==> src/rtl/coyote_io_pkg.sv <==
// rtl/coyote_io_pkg.sv - shared defaults and helpers for pad input conditioning
package coyote_io_pkg;

  // Default synchronizer depth for asynchronous pad inputs (legal 2..4).
  localparam int DEF_SYNC_STAGES   = 2;

  // Default number of cycles a new level must persist before acceptance (legal 1..255).
  localparam int DEF_FILTER_CYCLES = 4;

  // Width of a counter that must hold values 0..cycles.
  function automatic int filt_cnt_width(input int cycles);
    return $clog2(cycles + 1);
  endfunction

endpackage

==> src/rtl/pad_in_filter_bit.sv <==
// rtl/pad_in_filter_bit.sv - single-bit synchronizer, glitch filter and edge detector
module pad_in_filter_bit
  import coyote_io_pkg::*;
#(
  parameter int   SYNC_STAGES   = DEF_SYNC_STAGES,
  parameter int   FILTER_CYCLES = DEF_FILTER_CYCLES,
  parameter logic RESET_VAL     = 1'b0
) (
  input  logic clk_i,
  input  logic rst_n_i,
  input  logic pad_i,
  input  logic filter_en_i,
  output logic data_o,
  output logic rise_o,
  output logic fall_o
);

  localparam int            CNT_W     = filt_cnt_width(FILTER_CYCLES);
  localparam logic [CNT_W-1:0] LAST_FILT = CNT_W'(FILTER_CYCLES - 1);

  (* async_reg = "true" *) logic [SYNC_STAGES-1:0] sync_ff;

  logic             sync_q;
  logic [CNT_W-1:0] cnt;
  logic [CNT_W-1:0] cnt_last;
  logic             data_q;
  logic             data_d;
  logic             rise_q;
  logic             fall_q;
  logic             mismatch;
  logic             accept;

  assign sync_q   = sync_ff[SYNC_STAGES-1];

  // With the filter bypassed the last count is 0, so any mismatch is taken at once.
  assign cnt_last = filter_en_i ? LAST_FILT : '0;
  assign mismatch = (sync_q != data_q);

  // ">=" rather than "==" so a shrink of N mid-count still accepts on the next edge.
  assign accept   = mismatch && (cnt >= cnt_last);

  // Metastability chain: bit 0 samples the raw pad, the top bit is the stable copy.
  always_ff @(posedge clk_i or negedge rst_n_i) begin
    if (!rst_n_i) begin
      sync_ff <= {SYNC_STAGES{RESET_VAL}};
    end else begin
      sync_ff <= {sync_ff[SYNC_STAGES-2:0], pad_i};
    end
  end

  // Persistence counter: counts consecutive mismatching cycles and commits the new level.
  always_ff @(posedge clk_i or negedge rst_n_i) begin
    if (!rst_n_i) begin
      cnt    <= '0;
      data_q <= RESET_VAL;
    end else if (!mismatch) begin
      cnt    <= '0;
    end else if (accept) begin
      cnt    <= '0;
      data_q <= sync_q;
    end else begin
      cnt    <= cnt + CNT_W'(1);
    end
  end

  // Edge pulses come one cycle after data_q moves; data_d resets to the same level so reset never pulses.
  always_ff @(posedge clk_i or negedge rst_n_i) begin
    if (!rst_n_i) begin
      data_d <= RESET_VAL;
      rise_q <= 1'b0;
      fall_q <= 1'b0;
    end else begin
      data_d <= data_q;
      rise_q <= data_q & ~data_d;
      fall_q <= ~data_q & data_d;
    end
  end

  assign data_o = data_q;
  assign rise_o = rise_q;
  assign fall_o = fall_q;

endmodule

==> src/rtl/pad_in_conditioner.sv <==
// rtl/pad_in_conditioner.sv - per-bit synchronize, deglitch and edge-detect of a pad input bus
module pad_in_conditioner
  import coyote_io_pkg::*;
#(
  parameter int               WIDTH         = 8,
  parameter int               SYNC_STAGES   = DEF_SYNC_STAGES,
  parameter int               FILTER_CYCLES = DEF_FILTER_CYCLES,
  parameter logic [WIDTH-1:0] RESET_VAL     = '0
) (
  input  logic             clk_i,
  input  logic             rst_n_i,
  input  logic [WIDTH-1:0] pad_y_i,
  input  logic             filter_en_i,
  output logic [WIDTH-1:0] data_o,
  output logic [WIDTH-1:0] rise_o,
  output logic [WIDTH-1:0] fall_o,
  output logic             changed_o
);

  // Every bit is conditioned independently; nothing is shared between lanes.
  for (genvar i = 0; i < WIDTH; i++) begin : g_bit
    pad_in_filter_bit #(
      .SYNC_STAGES   (SYNC_STAGES),
      .FILTER_CYCLES (FILTER_CYCLES),
      .RESET_VAL     (RESET_VAL[i])
    ) u_bit (
      .clk_i       (clk_i),
      .rst_n_i     (rst_n_i),
      .pad_i       (pad_y_i[i]),
      .filter_en_i (filter_en_i),
      .data_o      (data_o[i]),
      .rise_o      (rise_o[i]),
      .fall_o      (fall_o[i])
    );
  end

  // Only cross-bit logic: summary flag aligned with the registered edge pulses.
  assign changed_o = |(rise_o | fall_o);

endmodule
==> config.mk <==
export PLATFORM = sky130hd
export DESIGN_NAME = pad_in_conditioner
export DESIGN_NICKNAME = d
export VERILOG_FILES = /design/src/rtl/coyote_io_pkg.sv /design/src/rtl/pad_in_filter_bit.sv /design/src/rtl/pad_in_conditioner.sv
export SDC_FILE = /design/constraint.sdc
export NUM_CORES = 1
export LEC_CHECK = 0
export BUFFER_PORTS_ARGS = -buffer_cell sky130_fd_sc_hd__buf_4
export CORE_UTILIZATION = 40
export DETAILED_ROUTE_END_ITERATION = 8
export PLACE_DENSITY_LB_ADDON = 0.2
export SKIP_LAST_GASP = 1
export SYNTH_ARGS = -nofsm -noshare
export SYNTH_HDL_FRONTEND = slang
export SYNTH_HIERARCHICAL = 1
export SYNTH_SLANG_ARGS = --single-unit
==> constraint.sdc <==
create_clock -name clk_i -period 1.4 [get_ports clk_i]
set_input_delay 0.14 -clock clk_i [delete_from_list [all_inputs] [get_ports clk_i]]
set_output_delay 0.14 -clock clk_i [all_outputs]
set_load 0.005 [all_outputs]
==> impl.org, run 1 <==
** Status
- Run status :: complete, but fails checks
- Violations in the final reports :: negative setup slack

** Clock tree
- Number of buffers created by CTS :: 9
- The clock net in this run drives a total of 72 sinks.
- TritonCTS built the clock tree.
- The clock reaches the later pin of the worst-skew pair after 340 ps.
- Counting along the longest clock path gives a buffer depth of 2.
- The H-tree was split into 3 levels.
- Clock-pin slew on the worst setup and hold paths :: 80 ps
- The root buffer cell chosen for the clock tree is sky130_fd_sc_hd__clkbuf_8.

** Finish
- The final layout contains 322 nets.
- Share of the core filled with cells in the final layout :: 59.7%
- 0 antenna diodes ended up in the layout.
- Area occupied by multi-input gates :: 1230 µm²
- Relative to the synthesized area, the layout overhead comes to 41.6%.
- Commonest non-fill, non-tap cells in the layout :: 75 x sky130_fd_sc_hd__buf_4, 72 x sky130_fd_sc_hd__dfrtp_1, 16 x sky130_fd_sc_hd__nor2b_1, 16 x sky130_fd_sc_hd__ha_1, 14 x sky130_fd_sc_hd__and3_4
- Number of inserted filler cells in the final layout :: 559
- The library cell used most frequently in the layout, excluding fill and tap cells, is sky130_fd_sc_hd__buf_4.
- The sequential cells in the finished layout cover a total of 1800 µm².
- Fraction of layout cells with a size suffix above 1 :: 51.4%

** Timing
- Setup repair after global routing could not meet its margin everywhere.
- Relative slew slack :: 77.8%
- Setup violations remaining at the end of the flow were counted as 27.
- Timing would allow up to 656 MHz.
- On the final layout, the worst hold slack is 215 ps.
- After layout, the worst setup slack is -125 ps.
- After layout, the worst path uses 109% of the clock period.
- Setup TNS after final layout :: -1030 ps
- Layout Skew :: 7.09 ps
- Max-slew violation total from the final report :: 0
- The final count of hold timing violations came to 0.
- Transition time at the pin with the least slew margin :: 333 ps
- The smallest clock period supported by the final layout is computed as 1530 ps.

** Place
- Port-buffer cells :: 35
- Final weighted congestion of routability-driven global placement :: 0.692
- Final HPWL from detailed placement :: 3210 µm

** Route
- Antenna-violating nets left :: 0
- Initial DRT Pass Iterations :: 4
- Initial DRC count :: 57
- After detailed routing, the total wire length is 5010 µm.
- Vias :: 1,727
- Dividing the detail-routed wire length by the instance count gives 12.9 µm.
- After detailed routing, the number of remaining DRC violations is 0.
- In the routed layout, each cell is associated on average with a via count of 4.45.

** Synth
- Net Count, Synth :: 224
- Mean area per synthesized cell :: 15.4 µm²
- The netlist uses 12 different library cells.
- During synthesis, Yosys emitted a total of 6 warnings.
- After synthesis the netlist holds a flip-flop and latch count of 72.
- Summing every instance area after synthesis gives 2910 µm².
- After technology mapping, the gate count stands at 189.
- Sequential area share after synthesis :: 61.8%

** Setup path
- Setup slack on the worst reg-to-reg path comes out at -100 ps.
- STA classifies the critical path endpoint as an output pin.
- The number of buffers and inverters on the critical path is 2.
- Crit Reg-Reg Startpoint :: g_bit[6].u_bit/cnt[0]
- The worst register-to-register path ends at g_bit[6].u_bit/data_o.
- Data arrives at the worst endpoint at 1390 ps.
- Along the worst path, the maximum fanout reaches 2.
- Kind of cell adding the most delay to the critical path :: flip-flops
- Required time reported for the critical path endpoint :: 1260 ps
- The worst setup path is launched from a flop.
- In this design, the stage delay of the slowest critical-path cell is 390 ps.
- Cell count of the worst reg-to-reg path :: 5
- By instance count, the cell type seen most on the critical path is sky130_fd_sc_hd__buf_4.
- Critical path, cell by cell :: nor4_2 > buf_4 > nand4_1 > buf_4
- Among all stages on the critical path, the largest delay is contributed by sky130_fd_sc_hd__dfrtp_1.
- The worst setup path is of the flop to output pin kind.

** Hold path
- The min-delay analysis places its worst path in the category input pin to asynchronous set/reset pin.

** GRT
- Global routing consumed, over all layers together, 15.0% of the routing resources.
- The number of global-route vias before repair came to 1,832.
- Entering global routing, the biggest net connects 30 pins.
- Antenna violations before repair :: 0
- First-pass GRT wire length :: 8330 µm
- GRT overflow :: 0

** Die
- Measured along the y axis, the die boundary spans 87.4 µm.
- Row generation in the floorplan step produced 30 rows.
- Die footprint :: 7630 µm²
- For this configuration, the core starts out at a cell density of 42.2%.
- Measured along the x axis, the die boundary spans 87.4 µm.
- Core area :: 6910 µm²
- 36 I/O pins were placed.

** Power and ir drop
- In this run the power density over the cells is 2100 nW/µm².
- In this run the static leakage power is 2.07 nW.
- Overall power consumption :: 8.66 mW
- VDD sags by at most 0.779 mV.

** Flow run
- Max-cap viol count :: 0
synth_stat cells:
cell type | number | area, µm²
sky130_fd_sc_hd__and3_1 | 16 | 100
sky130_fd_sc_hd__a211oi_4 | 8 | 160
sky130_fd_sc_hd__ha_1 | 24 | 300
sky130_fd_sc_hd__nand4_1 | 1 | 6.26
sky130_fd_sc_hd__nor2b_1 | 16 | 100
sky130_fd_sc_hd__nor4_1 | 4 | 25.0
sky130_fd_sc_hd__dfrtp_1 | 72 | 1800
sky130_fd_sc_hd__xor2_1 | 8 | 70.1
sky130_fd_sc_hd__and3_2 | 8 | 60.1
sky130_fd_sc_hd__inv_1 | 16 | 60.1
sky130_fd_sc_hd__nand2b_4 | 8 | 110
sky130_fd_sc_hd__mux2_4 | 8 | 120
where the power goes:
part           internal [mW]  switching [mW]  leakage [nW]
registers               2.76           0.543         0.905
clock network           1.05           0.769         0.106
logic                   2.31            1.24          1.06
total                   6.11            2.55          2.07
per-layer routing:
layer	GRT usage, %	part of all wire [%]	vias to the layer above
met4	8.79	2.5	0
li1	-	-	833
met1	17.6	44	850
met3	3.41	3.4	12
met2	25.3	50	32
met5	0	0	-
repair_timing:
action / 4_1_cts / 5_1_grt
pin swaps: 13 / 8
endpoints found under the hold margin: 73 / 0
gates resized for setup: 24 / 10
setup buffers: 13 / 9
hold buffers: 9 / 0
endpoints found under the setup margin: 27 / 33
registers in the layout, summed over array words and instances (netlist names):
signal,cells
g_bit.u_bit/cnt,24
g_bit.u_bit/fall_o,8
g_bit.u_bit/data_d,8
g_bit.u_bit/rise_o,8
g_bit.u_bit/sync_ff,16
g_bit.u_bit/data_o,8
layout make-up:
| type | instances | share of cell area, % |
|---|---|---|
| well taps | 96 | 2.91 |
| repair buffers | 87 | 16.9 |
| inverters | 16 | 1.46 |
| multi-input cells | 101 | 29.7 |
| clock inverters | 5 | 1.94 |
| flip-flops and latches | 72 | 43.7 |
| clock buffers | 11 | 3.43 |
cells by family after synthesis:
| kind of cell | Yosys count | synth area share [%] |
|---|---|---|
| compound gates | 8 | 5.50 |
| fa+ha+maj | 24 | 10.3 |
| flops | 72 | 61.8 |
| simple gates | 53 | 13.8 |
| xor+xnor | 8 | 2.40 |
| mux | 8 | 4.12 |
| buf+inv | 16 | 2.06 |
how the worst max path moves through the flow:
stage | from | end | slack, ps | cells after the start
final | g_bit[0].u_bit/fall_o | changed_o | -130 | 4
after global routing | g_bit[0].u_bit/fall_o | changed_o | -190 | 4
after CTS | g_bit[0].u_bit/fall_o | changed_o | -170 | 4
after detailed placement | filter_en_i | g_bit[2].u_bit/data_o | -130 | 5
after global placement | filter_en_i | g_bit[2].u_bit/data_o | -110 | 5
after floorplan | g_bit[0].u_bit/cnt[0] | g_bit[0].u_bit/data_o | -40 | 5
metrics by stage:
step	area, µm²	std cells	worst slack [ps]
final	4130	388	-125
after floorplan	2910	189	-36.0
after global routing	4130	388	-195
after detailed placement	3470	341	-128
after global placement	3470	341	-110
after CTS	4010	379	-167
Note: power is estimated with default switching activity, not from simulation.
==> run 2: changes to the inputs <==
MAX_ROUTING_LAYER = met4   (was not set)
SLEW_MARGIN = 10   (was not set)
==> impl.org, run 2 (synthesis gave the netlist of run 1 again) <==
** Status
- Run status: complete, but fails checks (unchanged).
- Violations in the final reports: negative setup slack (unchanged).

** Route
- Routed wire length on met2 :: 2550 µm (was 2510 µm)
- Met3 WL post-DR :: 164 µm (was 169 µm)
- The count of antenna-violating nets left after detailed routing came to 0 (unchanged).
- Total wire length :: 5030 µm (was 5010 µm)
- The number of detailed-routing iterations run before antenna repair is 4 (unchanged).
- Vias :: 1,728 (was 1,727)
- The via-per-instance ratio is 4.45 (about the same).
- DRC Markers :: 0 (unchanged)
- The DRC violation total after the first TritonRoute iteration was 57 (unchanged).
- M1 wire length :: 2230 µm (was 2210 µm)
- The mean routed wirelength per cell is 13.0 µm (was 12.9 µm).
- The top layer used by detailed routing is met4 (unchanged).

** Clock tree
- The latest clock arrival within the worst-skew pair came to 340 ps (about the same).
- The number of clock sinks came to 72 (unchanged).
- The level count of the clock H-tree was 3 (unchanged).
- Clock-pin slew on the worst setup and hold paths :: 80 ps (about the same)
- The worst-case clock buffer depth was 2 (unchanged).
- CTS tree :: built (unchanged)
- Clk root buf :: sky130_fd_sc_hd__clkbuf_8 (unchanged)
- Number of buffers created by CTS :: 9 (unchanged)

** GRT
- The number of global-route vias before repair is 1,822 (was 1,832).
- The first-pass GRT wire length came to 8360 µm (was 8330 µm).
- Largest net degree at the start of global routing :: 30 (unchanged)
- Global-route total usage across every layer :: 15.5% (was 15.0%)
- The residual overflow from global routing was 0 (unchanged).
- The initial antenna violation count is 0 (unchanged).

** Timing
- The minimum setup slack in the final design came to -122 ps (was -125 ps).
- The final worst clock skew was 6.59 ps (was 7.09 ps).
- The final cycle utilization of the critical path came to 109% (about the same).
- The final critical-path required period is 1520 ps (was 1530 ps).
- The final worst hold slack is 220 ps (was 215 ps).
- Timing-limited maximum frequency :: 657 MHz (was 656 MHz)
- Finish-stage setup viols :: 27 (unchanged)
- Relative slew slack :: 77.8% (about the same)
- Transition time at the pin with the least slew margin :: 333 ps (about the same)
- The final count of hold timing violations was 0 (unchanged).
- RSZ-0062 raised after global routing: true (unchanged).
- The number of pins with negative max-slew slack in the final report is 0 (unchanged).

** Finish
- Fraction of layout cells with a size suffix above 1 :: 51.4% (unchanged)
- Share of the core filled with cells in the final layout :: 59.7% (unchanged)
- The number of diodes was 0 (unchanged).
- Total Nets Final :: 322 (unchanged)
- Top flop regs :: g_bit.u_bit/cnt x24, g_bit.u_bit/sync_ff x16 (unchanged)
- The register with the highest flop count was g_bit.u_bit/cnt (unchanged).
- Most common library cell in the layout ignoring fill and taps :: sky130_fd_sc_hd__buf_4 (unchanged)
- P&R area growth vs syn :: 41.6% (unchanged)
- The number of flip-flops in the largest register came to 24 (unchanged).
- Non-filler instance count after layout :: 388 (unchanged)
- Number of inserted filler cells in the final layout :: 559 (unchanged)
- Commonest non-fill, non-tap cells in the layout: 75 x sky130_fd_sc_hd__buf_4, 72 x sky130_fd_sc_hd__dfrtp_1, 16 x sky130_fd_sc_hd__nor2b_1, 16 x sky130_fd_sc_hd__ha_1, 14 x sky130_fd_sc_hd__and3_4 (unchanged).

** Die
- The placeable core region was 6910 µm² (unchanged).
- Die Wd :: 87.4 µm (unchanged)
- The floorplan row count is 30 (unchanged).
- Starting Density :: 42.2% (unchanged)
- The I/O pin total came to 36 (unchanged).
- Chip Height :: 87.4 µm (unchanged)
- Die footprint :: 7630 µm² (unchanged)

** Setup path
- Critical path, cell by cell: nor4_2 > buf_4 > nand4_1 > buf_4 (unchanged).
- Setup crit start kind :: flop (unchanged)
- CP arrival :: 1380 ps (was 1390 ps)
- Crit-path max FO :: 2 (unchanged)
- The largest stage delay on the critical path was 390 ps (about the same).
- The kind of critical path is flop to output pin (unchanged).
- Crit-path slowest cell :: sky130_fd_sc_hd__dfrtp_1 (unchanged)
- The category of the worst setup path capture point was an output pin (unchanged).
- Cell repeated most along the worst path :: sky130_fd_sc_hd__buf_4 (unchanged)
- Required time reported for the critical path endpoint :: 1260 ps (about the same)

** Place
- The number of placed cells counting well taps is 341 (unchanged).
- Final HPWL from detailed placement :: 3210 µm (unchanged)
- Placement Setup Slack :: -128 ps (unchanged)
- Final weighted congestion of routability-driven global placement :: 0.699 (was 0.692)
- The count of input and output buffers came to 35 (unchanged).

** Power and ir drop
- The reported net switching power came to 2.55 mW (about the same).
- Maximum vdd drop :: 0.780 mV (was 0.779 mV)
- Sequential share of power :: 38.2% (was 38.1%)
- The areal power density over the cells was 2100 nW/µm² (about the same).
- The static leakage power came to 2.07 nW (unchanged).
- The cell-internal power came to 6.11 mW (about the same).
- Overall power consumption :: 8.66 mW (about the same)
- Portion of total power attributed to combinational logic :: 40.9% (about the same)
- The clock group share of total power was 20.9% (was 21.0%).
- The switching share of power came to 29.4% (about the same).

** Flow run
- Max-cap viol count :: 0 (unchanged)

** Hold path
- The class of the most critical hold timing path was input pin to asynchronous set/reset pin (unchanged).
## run 2: cell counts in the layout (fill, tap and decap cells not counted)
No cell type changed its count.
## run 2: worst paths after layout
| path | startpoint | to | slack (ps) | depth (start not counted) |
|---|---|---|---|---|
| setup / recovery | g_bit[0].u_bit/fall_o | changed_o | -120 | 4 |
| hold / removal | rst_n_i | g_bit[1].u_bit/fall_o | 220 | 2 |
| setup reg to reg | g_bit[6].u_bit/cnt[0] | g_bit[6].u_bit/data_o | -100 | 5 |
| hold reg to reg | g_bit[3].u_bit/sync_ff[0] | g_bit[3].u_bit/sync_ff[1] | 350 | 0 |
| max in group asynchronous | rst_n_i | g_bit[4].u_bit/fall_o | 690 | 3 |
| min in group clk_i | g_bit[3].u_bit/sync_ff[0] | g_bit[3].u_bit/sync_ff[1] | 350 | 0 |
## run 2: critical path: cells and delay by family, from the launching register on
family | cells | cell delay, ps
flops | 1 | 390
simple gates | 2 | 350
buf+inv | 2 | 310
## run 2: cell type report
cell class                 count  area (µm²)  share of cell area, %
sequential                    72        1800                   43.7
timing repair buffer          87         696                   16.9
clock inverter                 5        80.1                   1.94
multi-input combinational    101        1230                   29.7
inverter                      16        60.1                   1.46
clock buffer                  11         141                   3.43
tap                           96         120                   2.91
## run 2: what timing repair did
| action | 4_1_cts | 5_1_grt |
|---|---|---|
| cloned | 0 | 0 |
| pin swaps | 13 | 8 |
| hold buffers | 9 | 0 |
| setup buffers | 13 | 9 |
| resized for setup | 24 | 10 |
| endpoints found under the setup margin | 27 | 33 |
| hold endpoints to repair | 73 | 0 |
## run 2: routing by layer
layer / global-route usage [%] / vias to the layer above
met1: 17.9 / 855
met5: - / -
met3: 3.41 / 9
met2: 25.0 / 31
met4: 8.79 / 0
li1: - / 833
## run 2: stage by stage
step	instance area, µm²	setup TNS, ps
floorplan	2910	-288
global placement	3470	-737
detailed placement	3470	-1090
CTS	4010	-1210
global route	4130	-2980
finish	4130	-1030
## run 2: power groups by stage
stage	Sequential, mW	Clock (mW)	Combinational [mW]
2_1_floorplan	3.23	0	1.58
3_3_place_gp	3.30	0	2.82
3_5_place_dp	3.32	0	2.87
4_1_cts	3.31	1.87	3.31
5_1_grt	3.41	1.97	3.88
6_report	3.30	1.81	3.54
